==> src/rtl/vga_capture_receiver.sv <==
// VGA loopback receiver: syncs pins, measures line/frame timing, locks, emits pixels + frame checksum.
// Pin-to-pixel latency 4 cycles; no backpressure, the pixel stream is free-running at the pixel clock.
module vga_capture_receiver #(
    parameter int CNT_W       = 12,
    parameter bit HS_POL      = 1'b1,
    parameter bit VS_POL      = 1'b1,
    parameter int H_START     = 216,
    parameter int V_START     = 27,
    parameter int H_ACTIVE    = 800,
    parameter int V_ACTIVE    = 600,
    parameter int LOCK_FRAMES = 2
) (
    input  logic             clk,
    input  logic             rst_n,
    input  logic             r,
    input  logic             g,
    input  logic             b,
    input  logic             hsync,
    input  logic             vsync,
    output logic             pixel_valid,
    output logic [CNT_W-1:0] pixel_x,
    output logic [CNT_W-1:0] pixel_y,
    output logic             pixel_r,
    output logic             pixel_g,
    output logic             pixel_b,
    output logic             locked,
    output logic             frame_done,
    output logic [15:0]      frame_checksum,
    output logic [CNT_W-1:0] line_length,
    output logic [CNT_W-1:0] frame_lines,
    output logic [CNT_W-1:0] hsync_width,
    output logic [7:0]       error_count
);
    localparam logic [CNT_W-1:0] CNT_MAX = '1;
    localparam logic [CNT_W-1:0] ONE     = CNT_W'(1);
    localparam logic [CNT_W-1:0] H_LO    = CNT_W'(H_START);
    localparam logic [CNT_W-1:0] H_HI    = CNT_W'(H_START + H_ACTIVE);
    localparam logic [CNT_W-1:0] V_LO    = CNT_W'(V_START);
    localparam logic [CNT_W-1:0] V_HI    = CNT_W'(V_START + V_ACTIVE);
    localparam logic [7:0]       LOCK_N  = 8'(LOCK_FRAMES);

    typedef enum logic [1:0] {SEARCH, MEASURE, LOCKED} state_t;

    state_t               state;
    logic [4:0]           sync1, sync2, edge_q;   // {hs, vs, r, g, b}
    logic [CNT_W-1:0]     hcount, vcount, hsw_cnt;
    logic [7:0]           match_cnt;
    logic [2*CNT_W-1:0]   prev, meas;
    logic [CNT_W-1:0]     line_len_nxt;
    logic [15:0]          acc;
    logic [7:0]           err_inc;
    logic                 hs_lvl, hs_start, vs_start, h_sat, in_act;

    assign hs_lvl   = (sync2[4] == HS_POL);
    assign hs_start = hs_lvl && (edge_q[4] != HS_POL);
    assign vs_start = (sync2[3] == VS_POL) && (edge_q[3] != VS_POL);
    assign h_sat    = (hcount == CNT_MAX) && !hs_start;
    // Measurement of the frame just ending, including a coincident final line edge.
    assign line_len_nxt = hs_start ? hcount + ONE : line_length;
    assign meas         = {line_len_nxt, vcount + ONE};
    assign err_inc      = (error_count == 8'hFF) ? error_count : error_count + 8'd1;
    assign in_act       = (state == LOCKED) && (hcount >= H_LO) && (hcount < H_HI)
                          && (vcount >= V_LO) && (vcount < V_HI);

    always_ff @(posedge clk or negedge rst_n) begin
        if (!rst_n) begin
            sync1  <= '0;
            sync2  <= '0;
            edge_q <= '0;
        end else begin
            sync1  <= {hsync, vsync, r, g, b};
            sync2  <= sync1;
            edge_q <= sync2;
        end
    end

    always_ff @(posedge clk or negedge rst_n) begin
        if (!rst_n) begin
            hcount      <= '0;
            vcount      <= '0;
            hsw_cnt     <= '0;
            line_length <= '0;
            frame_lines <= '0;
            hsync_width <= '0;
        end else begin
            if (hs_start) begin
                line_length <= hcount + ONE;
                hsync_width <= hsw_cnt;
                hcount      <= '0;
                hsw_cnt     <= ONE;
            end else begin
                if (hcount != CNT_MAX)
                    hcount <= hcount + ONE;
                if (hs_lvl && hsw_cnt != CNT_MAX)
                    hsw_cnt <= hsw_cnt + ONE;
            end
            if (vs_start) begin
                frame_lines <= vcount + ONE;
                vcount      <= '0;
            end else if (hs_start && vcount != CNT_MAX) begin
                vcount <= vcount + ONE;
            end
        end
    end

    always_ff @(posedge clk or negedge rst_n) begin
        if (!rst_n) begin
            state          <= SEARCH;
            match_cnt      <= '0;
            prev           <= '0;
            locked         <= 1'b0;
            frame_done     <= 1'b0;
            frame_checksum <= '0;
            error_count    <= '0;
        end else begin
            frame_done <= 1'b0;
            if (h_sat) begin
                if (state == LOCKED)
                    error_count <= err_inc;
                state  <= SEARCH;
                locked <= 1'b0;
            end else if (vs_start) begin
                case (state)
                    SEARCH: begin
                        state     <= MEASURE;
                        match_cnt <= '0;
                        prev      <= '0;
                    end
                    MEASURE: begin
                        prev <= meas;
                        if (meas == prev && meas != '0) begin
                            match_cnt <= match_cnt + 8'd1;
                            if (match_cnt + 8'd1 >= LOCK_N) begin
                                state  <= LOCKED;
                                locked <= 1'b1;
                            end
                        end else begin
                            match_cnt <= '0;
                        end
                    end
                    LOCKED: begin
                        if (meas != prev) begin
                            state       <= SEARCH;
                            locked      <= 1'b0;
                            error_count <= err_inc;
                        end else begin
                            frame_done     <= 1'b1;
                            frame_checksum <= acc;
                        end
                    end
                    default: state <= SEARCH;
                endcase
            end
        end
    end

    always_ff @(posedge clk or negedge rst_n) begin
        if (!rst_n) begin
            pixel_valid <= 1'b0;
            pixel_x     <= '0;
            pixel_y     <= '0;
            pixel_r     <= 1'b0;
            pixel_g     <= 1'b0;
            pixel_b     <= 1'b0;
            acc         <= '0;
        end else begin
            pixel_valid <= in_act;
            pixel_x     <= in_act ? hcount - H_LO : '0;
            pixel_y     <= in_act ? vcount - V_LO : '0;
            pixel_r     <= in_act & edge_q[2];
            pixel_g     <= in_act & edge_q[1];
            pixel_b     <= in_act & edge_q[0];
            if (vs_start)
                acc <= '0;
            else if (pixel_valid)
                acc <= {acc[14:0], acc[15]} ^ {13'b0, pixel_r, pixel_g, pixel_b};
        end
    end
endmodule
==> config.mk <==
export PLATFORM = sky130hd
export DESIGN_NAME = vga_capture_receiver
export DESIGN_NICKNAME = d
export VERILOG_FILES = /design/src/rtl/vga_capture_receiver.sv
export SDC_FILE = /design/constraint.sdc
export NUM_CORES = 1
export LEC_CHECK = 0
export BUFFER_PORTS_ARGS = -buffer_cell sky130_fd_sc_hd__buf_4
export CAP_MARGIN = 10
export CELL_PAD_IN_SITES_DETAIL_PLACEMENT = 0
export CELL_PAD_IN_SITES_GLOBAL_PLACEMENT = 1
export CORE_MARGIN = 1
export CORE_UTILIZATION = 46
export CTS_BUF_LIST = sky130_fd_sc_hd__clkbuf_8 sky130_fd_sc_hd__clkbuf_16
export CTS_CLUSTER_DIAMETER = 200
export DETAILED_ROUTE_END_ITERATION = 16
export PLACE_DENSITY_LB_ADDON = 0.1
export SYNTH_ARGS = -nofsm -noshare
export SYNTH_HDL_FRONTEND = slang
export SYNTH_SLANG_ARGS = --single-unit
==> constraint.sdc <==
create_clock -name clk -period 3.55 [get_ports clk]
set_input_delay 0.8875 -clock clk [delete_from_list [all_inputs] [get_ports clk]]
set_output_delay 0.8875 -clock clk [all_outputs]
set_load 0.02 [all_outputs]
# After elaboration in Yosys (flattened, before gate mapping)
# Index checks and enable logic that the tools add are counted.
# word_totals
ff_bits	191
inputBits	7
output_inout_bits	90
elab_cells	117
# classes
n_addsub	7
n_lt_le_gt_ge	5
n_eq_ne	12
muxes	36
bitwise	8
n_reduce_logical	26
# op_table
cell	count
$mux 12	9
$mux 8	7
$pmux 24 s2	1
$add 12x1->12 const B	3
$ne 12x12->1 const B	3
$mux 16	2
$eq 24x24->1	1
$lt 12x10->1 const B	2
$ne 24x24->1	1
$reduce_bool 24->1	1
$add 8x1->8 const B	2
$pmux 8 s2	1
$xor 16x3->16	1
$reduce_bool 2->1	7
$eq 12x12->1 const B	1
$ge 12x5->1 const B	1
$ge 12x8->1 const B	1
$sub 12x5->12 const B	1
$sub 12x8->12 const B	1
$logic_and 1x1->1	10
$mux 2	5
$mux 1	9
$eq 8x8->1 const B	1
$ge 8x2->1 const B	1
14 further kinds	22

# Depth between registers and ports, before layout
# Gate-level depths: netlist (run 1).
# logic_depth
word_depth	9
depth_mapped	12
depth_no_buf	9

# Worst setup path before layout (run 1)
# Ideal clock, no wire load.
# synth_path
path_type	flip-flop to flip-flop
from	reg vcount[1]
to	reg frame_checksum[10]
setup_time_ns	0.125
arrival_time_ns	2.960
t_required_ns	3.425
path_slack_ns	0.465
stages_incl_launch_ff	13
n_path_buf	3
synth_period_minus_slack_ns	3.085
cell_sequence	dfrtp_1 -> ha_1 -> buf_2 -> nand3_2 -> o311a_1 -> a31o_1 -> or4b_4 -> nor4_4 -> and3b_1 -> buf_6 -> nand2_4 -> buf_6 -> mux2_4
# synth_via
elab_chain_cells	4
# synth_rtl
element	line	source
start, declared	46	logic [CNT_W-1:0] hcount, vcount, hsw_cnt;
start signal, assigned	101	vcount <= vcount + ONE;
$add 12x1->12	60	assign meas = {line_len_nxt, vcount + ONE};
$ne 24x24->1	142	if (meas != prev) begin
$not 1->1 (no line)	n/a	
$reduce_and 4->1 (no line)	n/a	
end signal, assigned	113	frame_checksum <= '0;
end signal, assigned	148	frame_checksum <= acc;
end, declared	28	output logic [15:0] frame_checksum,
# No other way between the ends.
# A chain may end at the register's enable or synchronous reset.

# Final worst setup path (run 1)
# layout_path
from	reg hcount[1]
to	reg frame_checksum[10]
# layout_via
elab_chain_cells	5
elab_cells_between_ends	8
classes_between	add/sub: 1; eq/ne: 2; mux: 1; bitwise: 2; reduce/logical: 2
# layout_rtl
element	line	source
start, declared	46	
start signal, assigned	93	hcount <= hcount + ONE;
$add 12x1->12	59	assign line_len_nxt = hs_start ? hcount + ONE : line_length;
$mux 12	n/a	
$ne 24x24->1	142	
$not 1->1 (no line)	n/a	
$reduce_and 4->1 (no line) *	n/a	
# Every way passes the cells marked *; elsewhere a longest branch is shown, timed or not.

==> metrics, run 1 <==
outcome completed; CTS root buf clkbuf_16; CTS tree done; Area Growth Syn to Fin 18.2%; relative slew slack between 30% and 40%; CP required 3.87 ns; final hold violation count 0; Netlist Area Pre-Place between 9000 and 10000 µm²; total power 5.14 mW; Diodes inserted 0; Synth Flop Type dfrtp_1; Final period util between 90 and 100%; Comb power frac 16.1%; GR Overflow Total 0; Num Clock Sinks roughly 190; final WL roughly 24000 µm; Netlist cell types 75; drc violations 0; Rows 52; total number of yosys warnings 0; clock power share around 36%; I/O Buffers 96; crit path launch type flop; I/O pin count between 90 and 100; P_int 3.59 mW; cts bufs inserted 17; worst-skew pair later-pin latency between 0.4 and 0.5 ns; Final setup viols 0; initial antenna violation count 0; Die W approximately 150 µm; PD cells between 400 and 500 nW/µm²; number of synthesized register bits ~190; mean area per synthesized cell around 10 µm²; die area ~21000 µm²; DP HPWL ~17000 µm; Die Y roughly 150 µm; number of global-route vias before repair ~7000; Max Fclk between 300 and 400 MHz; sequential share of power 47.7%; first-pass GRT wire length 39500 µm; post-route ant nets 0; fraction of registers with async set/reset 100%; share of the yosys chip area belonging to registers ~50%; CP delay by family, top simple AND/OR/NAND/NOR gates; post_cts resized 0; Crit Path Max Fanout 16; max incr delay on CP between 0.4 and 0.5 ns; post-layout min period approximately 3.3 ns; Post-CTS Setup Inserts 0; layout cells sized above 1 20.2%; clock-pin slew on the worst setup and hold paths 0.08 ns; vias per cell 5.47; max-slew violations 0; starting density of the core between 40% and 50%; Worst EP arrival between 3 and 4 ns; GRT Util Overall between 20% and 30%; syn_nets 968; Pleak 5.33 nW; cell chain of the critical path ha_1 > nand3_2 > nor4_1 > nor4_1 > a2111o_1 > nor4_1 > buf_4 > and3b_1 > nand2_4 > mux2_4; DR pass1 iterations 7; pin count of the biggest net entering global routing 91; maximum vdd drop 0.286 mV; max_cap viols 0; htree depth 4; slowest stage cell, crit path nor4_1; RSZ-0062 raised after global routing false; worst path bufs/invs 1; CP most frequent cell nor4_1; Cells after Synth ~950; DRT iter0 DRCs between 400 and 500; Sw Ratio between 30% and 40%; switching power 1.55 mW; routed length per instance approximately 18 µm; Nets approximately 1100; Core Region between 20000 and 25000 µm²; Worst-Margin Slew between 1 and 1.5 ns; Hold Crit Class reg2reg; Max clock buf depth 2; DR vias between 7000 and 8000; Final TNS setup 0 ns; clock skew roughly 0.012 ns; Critical Path Sink Type flop; RD Place Congestion 0.898; number of synthesized flops with an enable pin 0; critical path type reg2reg; Hold-fix buffers, CTS 0
==> worst reg2reg max path: stages, from the launching register on <==
cell and delay (ns):
dfrtp_1 0.46, ha_1 0.28, nand3_2 0.16, nor4_1 0.47, nor4_1 0.14, a2111o_1 0.40, nor4_1 0.32, buf_4 0.18
and3b_1 0.24, nand2_4 0.20, mux2_4 0.36
==> synthesized netlist by cell type (15+ instances only) <==
| master | instances | share of area, % |
|---|---|---|
| a21oi_1 | 24 | 1.3 |
| a31oi_1 | 19 | 1.3 |
| clkbuf_1 | 31 | 1.2 |
| dfrtp_1 | 191 | 50 |
| inv_1 | 17 | 0.67 |
| mux2i_1 | 22 | 2.3 |
| nand2_1 | 133 | 5.3 |
| nand3_1 | 48 | 2.5 |
| nand4_1 | 23 | 1.5 |
| nor2_1 | 86 | 3.4 |
| nor4_1 | 15 | 0.99 |
| o21ai_0 | 32 | 1.7 |
| xnor2_1 | 47 | 4.3 |
| xor2_1 | 31 | 2.9 |
==> placed cells by master (no fill, tap or decap), drive strengths merged, types with 4 or more instances in the layout <==
cell type  instances
inv               22
nand2b             9
a21oi             24
nand4b             7
nor2b              9
nand2            134
xnor2             49
nor3              13
and3              12
nand4             24
mux2i             22
or3               13
nor4b              4
a31oi             19
ha                 8
and4              10
o21ai             32
o31ai             11
nor4              16
a41oi              5
dfrtp            191
xor2              31
clkinv             6
nor2              87
clkbuf            20
and2              15
o21a               4
buf              141
or2                4
a211oi             4
mux2              19
nand3             50
==> cell families (layout without fill, tap and decap cells) <==
group                    Yosys count  count (layout)  synth area share [%]
other                              1               1                0.0395
multiplexers                      41              41                  4.97
flip-flops                       191             191                  50.3
XOR/XNOR                          82              82                  8.01
adder cells (fa/ha/maj)            8               8                  1.05
AND/OR/NAND/NOR                  420             420                  22.4
buffers and inverters             77             192                  3.81
AO/OA/AOI/OAI                    133             133                  9.37
==> registers in the layout (all words and copies together) (netlist names), 2 cells and up <==
signal and count:
match_cnt 8, sync2 5, pixel_x 12, prev 24
state 2, sync1 5, error_count 8, hsw_cnt 12
frame_checksum 16, line_length 12, edge_q 5, acc 16
pixel_y 12, hsync_width 12, frame_lines 12, hcount 12
vcount 12
==> routing by layer <==
metal	wire, µm	track usage, %	up-vias	share of wire [%]
li1	-	-	3543	-
met1	11600	33.6	3609	48
met2	11400	37.9	142	47
met3	855	4.04	28	3.5
met4	463	7.37	0	1.9
met5	0	0	-	0
==> power groups by stage <==
| stage | logic (mW) | clock network, mW | registers, mW |
|---|---|---|---|
| 3_3_place_gp | 0.819 | 0 | 2.49 |
| 6_report | 0.826 | 1.86 | 2.45 |
| 5_1_grt | 0.908 | 2.00 | 2.47 |
| 4_1_cts | 0.828 | 1.92 | 2.44 |
| 2_1_floorplan | 0.481 | 0 | 2.49 |
| 3_5_place_dp | 0.823 | 0 | 2.48 |
==> path summary, 6_finish.rpt <==
check	depth (start not counted)	slack [ns]	endpoint	startpoint
max	10	0.22	frame_checksum[10]	hcount[1]
min	0	0.35	sync2[2]	sync1[2]
max reg2reg	10	0.22	frame_checksum[10]	hcount[1]
min reg2reg	0	0.35	sync2[2]	sync1[2]
max in group asynchronous	2	2.23	hsync_width[2]	rst_n
min in group asynchronous	1	0.52	pixel_y[2]	rst_n
==> layout make-up <==
class / count / area (µm²)
well taps: 270 / 338
clock buffers: 19 / 453
flip-flops and latches: 191 / 4780
clock inverters: 13 / 126
multi-input cells: 685 / 4370
repair buffers: 142 / 1080
inverters: 18 / 67.6
fillers: 1851 / 9010
==> per-stage QoR <==
step                hold slack, ns  utilization [%]  cell area [µm²]  instances  worst slack (ns)
finish                       0.351             55.5            11200       1338             0.220
global route                 0.360             55.5            11200       1338            0.0512
CTS                          0.356             55.4            11200       1338             0.149
detailed placement           0.337             52.6            10600       1306             0.183
global placement             0.333             52.6            10600       1306             0.161
floorplan                    0.331                -             9500        953             0.465
Power figures use the tool's default switching activity.
==> run 2: changes to the inputs <==
--- a/config.mk
+++ b/config.mk
@@ -14,6 +14,7 @@
 export CTS_BUF_LIST = sky130_fd_sc_hd__clkbuf_8 sky130_fd_sc_hd__clkbuf_16
 export CTS_CLUSTER_DIAMETER = 200
 export DETAILED_ROUTE_END_ITERATION = 16
+export MAX_ROUTING_LAYER = met4
 export PLACE_DENSITY_LB_ADDON = 0.1
 export SYNTH_ARGS = -nofsm -noshare
 export SYNTH_HDL_FRONTEND = slang
==> metrics, run 2 (synthesis results as in run 1) <==
Worst EP arrival 3.65 ns (about the same); M3 GR Usage 4.04% (unchanged); crit path to frame_checksum[7] (was frame_checksum[10]); Num Clock Sinks 191 (unchanged); Hold-fix buffers, CTS 0 (unchanged); htree depth 4 (unchanged); max FFs per register 24 (unchanged); sequential share of power 47.7% (about the same); area of the multi-input gates 4370 µm² (unchanged); largest reg by FF count prev (unchanged); max-slew violations 0 (unchanged); DR vias 7333 (was 7322); most frequent cells in the layout dfrtp_1, buf_4, nand2_1 (unchanged); Layout fillers 1851 (unchanged); RSZ-0062 raised after global routing false (unchanged); clock-pin slew on the worst setup and hold paths 0.07 ns (was 0.08 ns); reg2reg path depth 9 (was 10); Max clock buf depth 2 (unchanged); dpl ws 0.183 ns (unchanged); cts bufs inserted 17 (unchanged); RD Place Congestion 0.914 (was 0.898); final WL 24300 µm (about the same); max_cap viols 0 (unchanged); starting density of the core 46.9% (unchanged); DRT iter0 DRCs 406 (was 452); maximum vdd drop 0.285 mV (was 0.286 mV); Crit Path Max Fanout 16 (unchanged); critical hold path startpoint sync1[2] (unchanged); Nets 1070 (unchanged); post-route ant nets 0 (unchanged); Post-CTS Setup Inserts 0 (unchanged); Die W 146 µm (unchanged); die area 21200 µm² (unchanged); routed length per instance 18.2 µm (about the same); post_cts resized 0 (unchanged); layout cells sized above 1 20.2% (unchanged); pin count of the biggest net entering global routing 91 (unchanged); final hold violation count 0 (unchanged); worst r2r src hcount[1] (unchanged); Rows 52 (unchanged); DR pass1 iterations 5 (was 7); crit path launch type flop (unchanged); design area 11200 µm² (unchanged); worst-skew pair later-pin latency 0.44 ns (about the same); number of global-route vias before repair 7112 (was 7105); Hold Crit Class reg2reg (unchanged); fin worst setup slack 0.216 ns (was 0.220 ns); Die Y 146 µm (unchanged); first-pass GRT wire length 39400 µm (was 39500 µm); FF-to-FF setup slack 0.22 ns (about the same); Final TNS setup 0 ns (unchanged); drc violations 0 (unchanged); outcome completed (unchanged); clock power share 36.3% (about the same); Area Growth Syn to Fin 18.2% (unchanged); Pleak 5.33 nW (unchanged); GRT Util Overall 24.6% (was 23.9%); Critical Path Sink Type flop (unchanged); FF-to-FF End frame_checksum[7] (was frame_checksum[10]); DP HPWL 17400 µm (unchanged); Worst-Margin Slew 1.00 ns (was 1.01 ns); post-layout min period 3.33 ns (about the same); initial antenna violation count 0 (unchanged); Final period util 93.9% (was 93.8%); commonest non-fill, non-tap cell in the layout dfrtp_1 (unchanged); met2 Resource Use GR 37.9% (about the same); vias per cell 5.48 (was 5.47); critical path type reg2reg (unchanged); CP required 3.87 ns (about the same); clock skew 0.0118 ns (was 0.0124 ns); critical path startpoint hcount[1] (unchanged); final core occ 55.5% (unchanged); I/O Buffers 96 (unchanged); GR Overflow Total 0 (unchanged); I/O pin count 97 (unchanged); busiest layer in global routing met2 (unchanged); placed cell area 10600 µm² (unchanged); P_int 3.59 mW (about the same); Comb power frac 16.1% (about the same); biggest regs prev: 24 flops, acc: 16 flops, frame_checksum: 16 flops (unchanged); PD cells 458 nW/µm² (about the same); Diodes inserted 0 (unchanged); relative slew slack 33.0% (was 32.5%); Seq. cell area 4780 µm² (unchanged); Core Region 20200 µm² (unchanged); met1 usage in global routing 33.4% (was 33.6%); CTS root buf clkbuf_16 (unchanged); Max Fclk 300 MHz (about the same); switching power 1.55 mW (about the same); CTS tree done (unchanged); total power 5.14 mW (about the same); Final setup viols 0 (unchanged); Sw Ratio 30.1% (was 30.2%)
run 2: cell counts in the layout (fill, tap and decap cells not counted):
No cell type changed its count.
run 2: stage by stage:
step,hold slack [ns],std cells
after detailed placement,0.337,1306
after floorplan,0.331,953
after CTS,0.356,1338
after global routing,0.360,1338
final,0.351,1338
after global placement,0.333,1306
run 2: power by group through the flow:
stage,Combinational (mW),Sequential (mW),Clock (mW)
2_1_floorplan,0.481,2.49,0
3_3_place_gp,0.819,2.49,0
3_5_place_dp,0.823,2.48,0
4_1_cts,0.828,2.44,1.92
5_1_grt,0.907,2.47,2.00
6_report,0.826,2.45,1.86
run 2: worst min path at each step:
stage	slack [ns]	to	depth (start not counted)
global placement	0.33	sync2[1]	0
detailed placement	0.34	edge_q[2]	0
global route	0.36	edge_q[0]	0
CTS	0.36	sync2[2]	0
finish	0.35	sync2[2]	0
floorplan	0.33	edge_q[0]	0
run 2: per-layer routing:
| layer | up-vias | wire length, µm |
|---|---|---|
| met2 | 162 | 11400 |
| met4 | 0 | 476 |
| li1 | 3542 | - |
| met1 | 3603 | 11600 |
| met3 | 26 | 917 |
| met5 | - | 0 |
run 2: final cells by class:
| type | instances | share of cell area [%] |
|---|---|---|
| multi-input cells | 685 | 39.0 |
| flip-flops and latches | 191 | 42.6 |
| repair buffers | 142 | 9.67 |
| well taps | 270 | 3.01 |
| clock inverters | 13 | 1.13 |
| inverters | 18 | 0.602 |
| clock buffers | 19 | 4.04 |
run 2: critical path: stages, from the launching register on:
cell and delay, ns:
dfrtp_1 0.45, ha_1 0.28, nand3_2 0.16, and4_1 0.26
a2111o_1 0.38, or4b_4 0.53, nor4_4 0.29, and3b_1 0.30
nand2_4 0.20, mux2_4 0.35
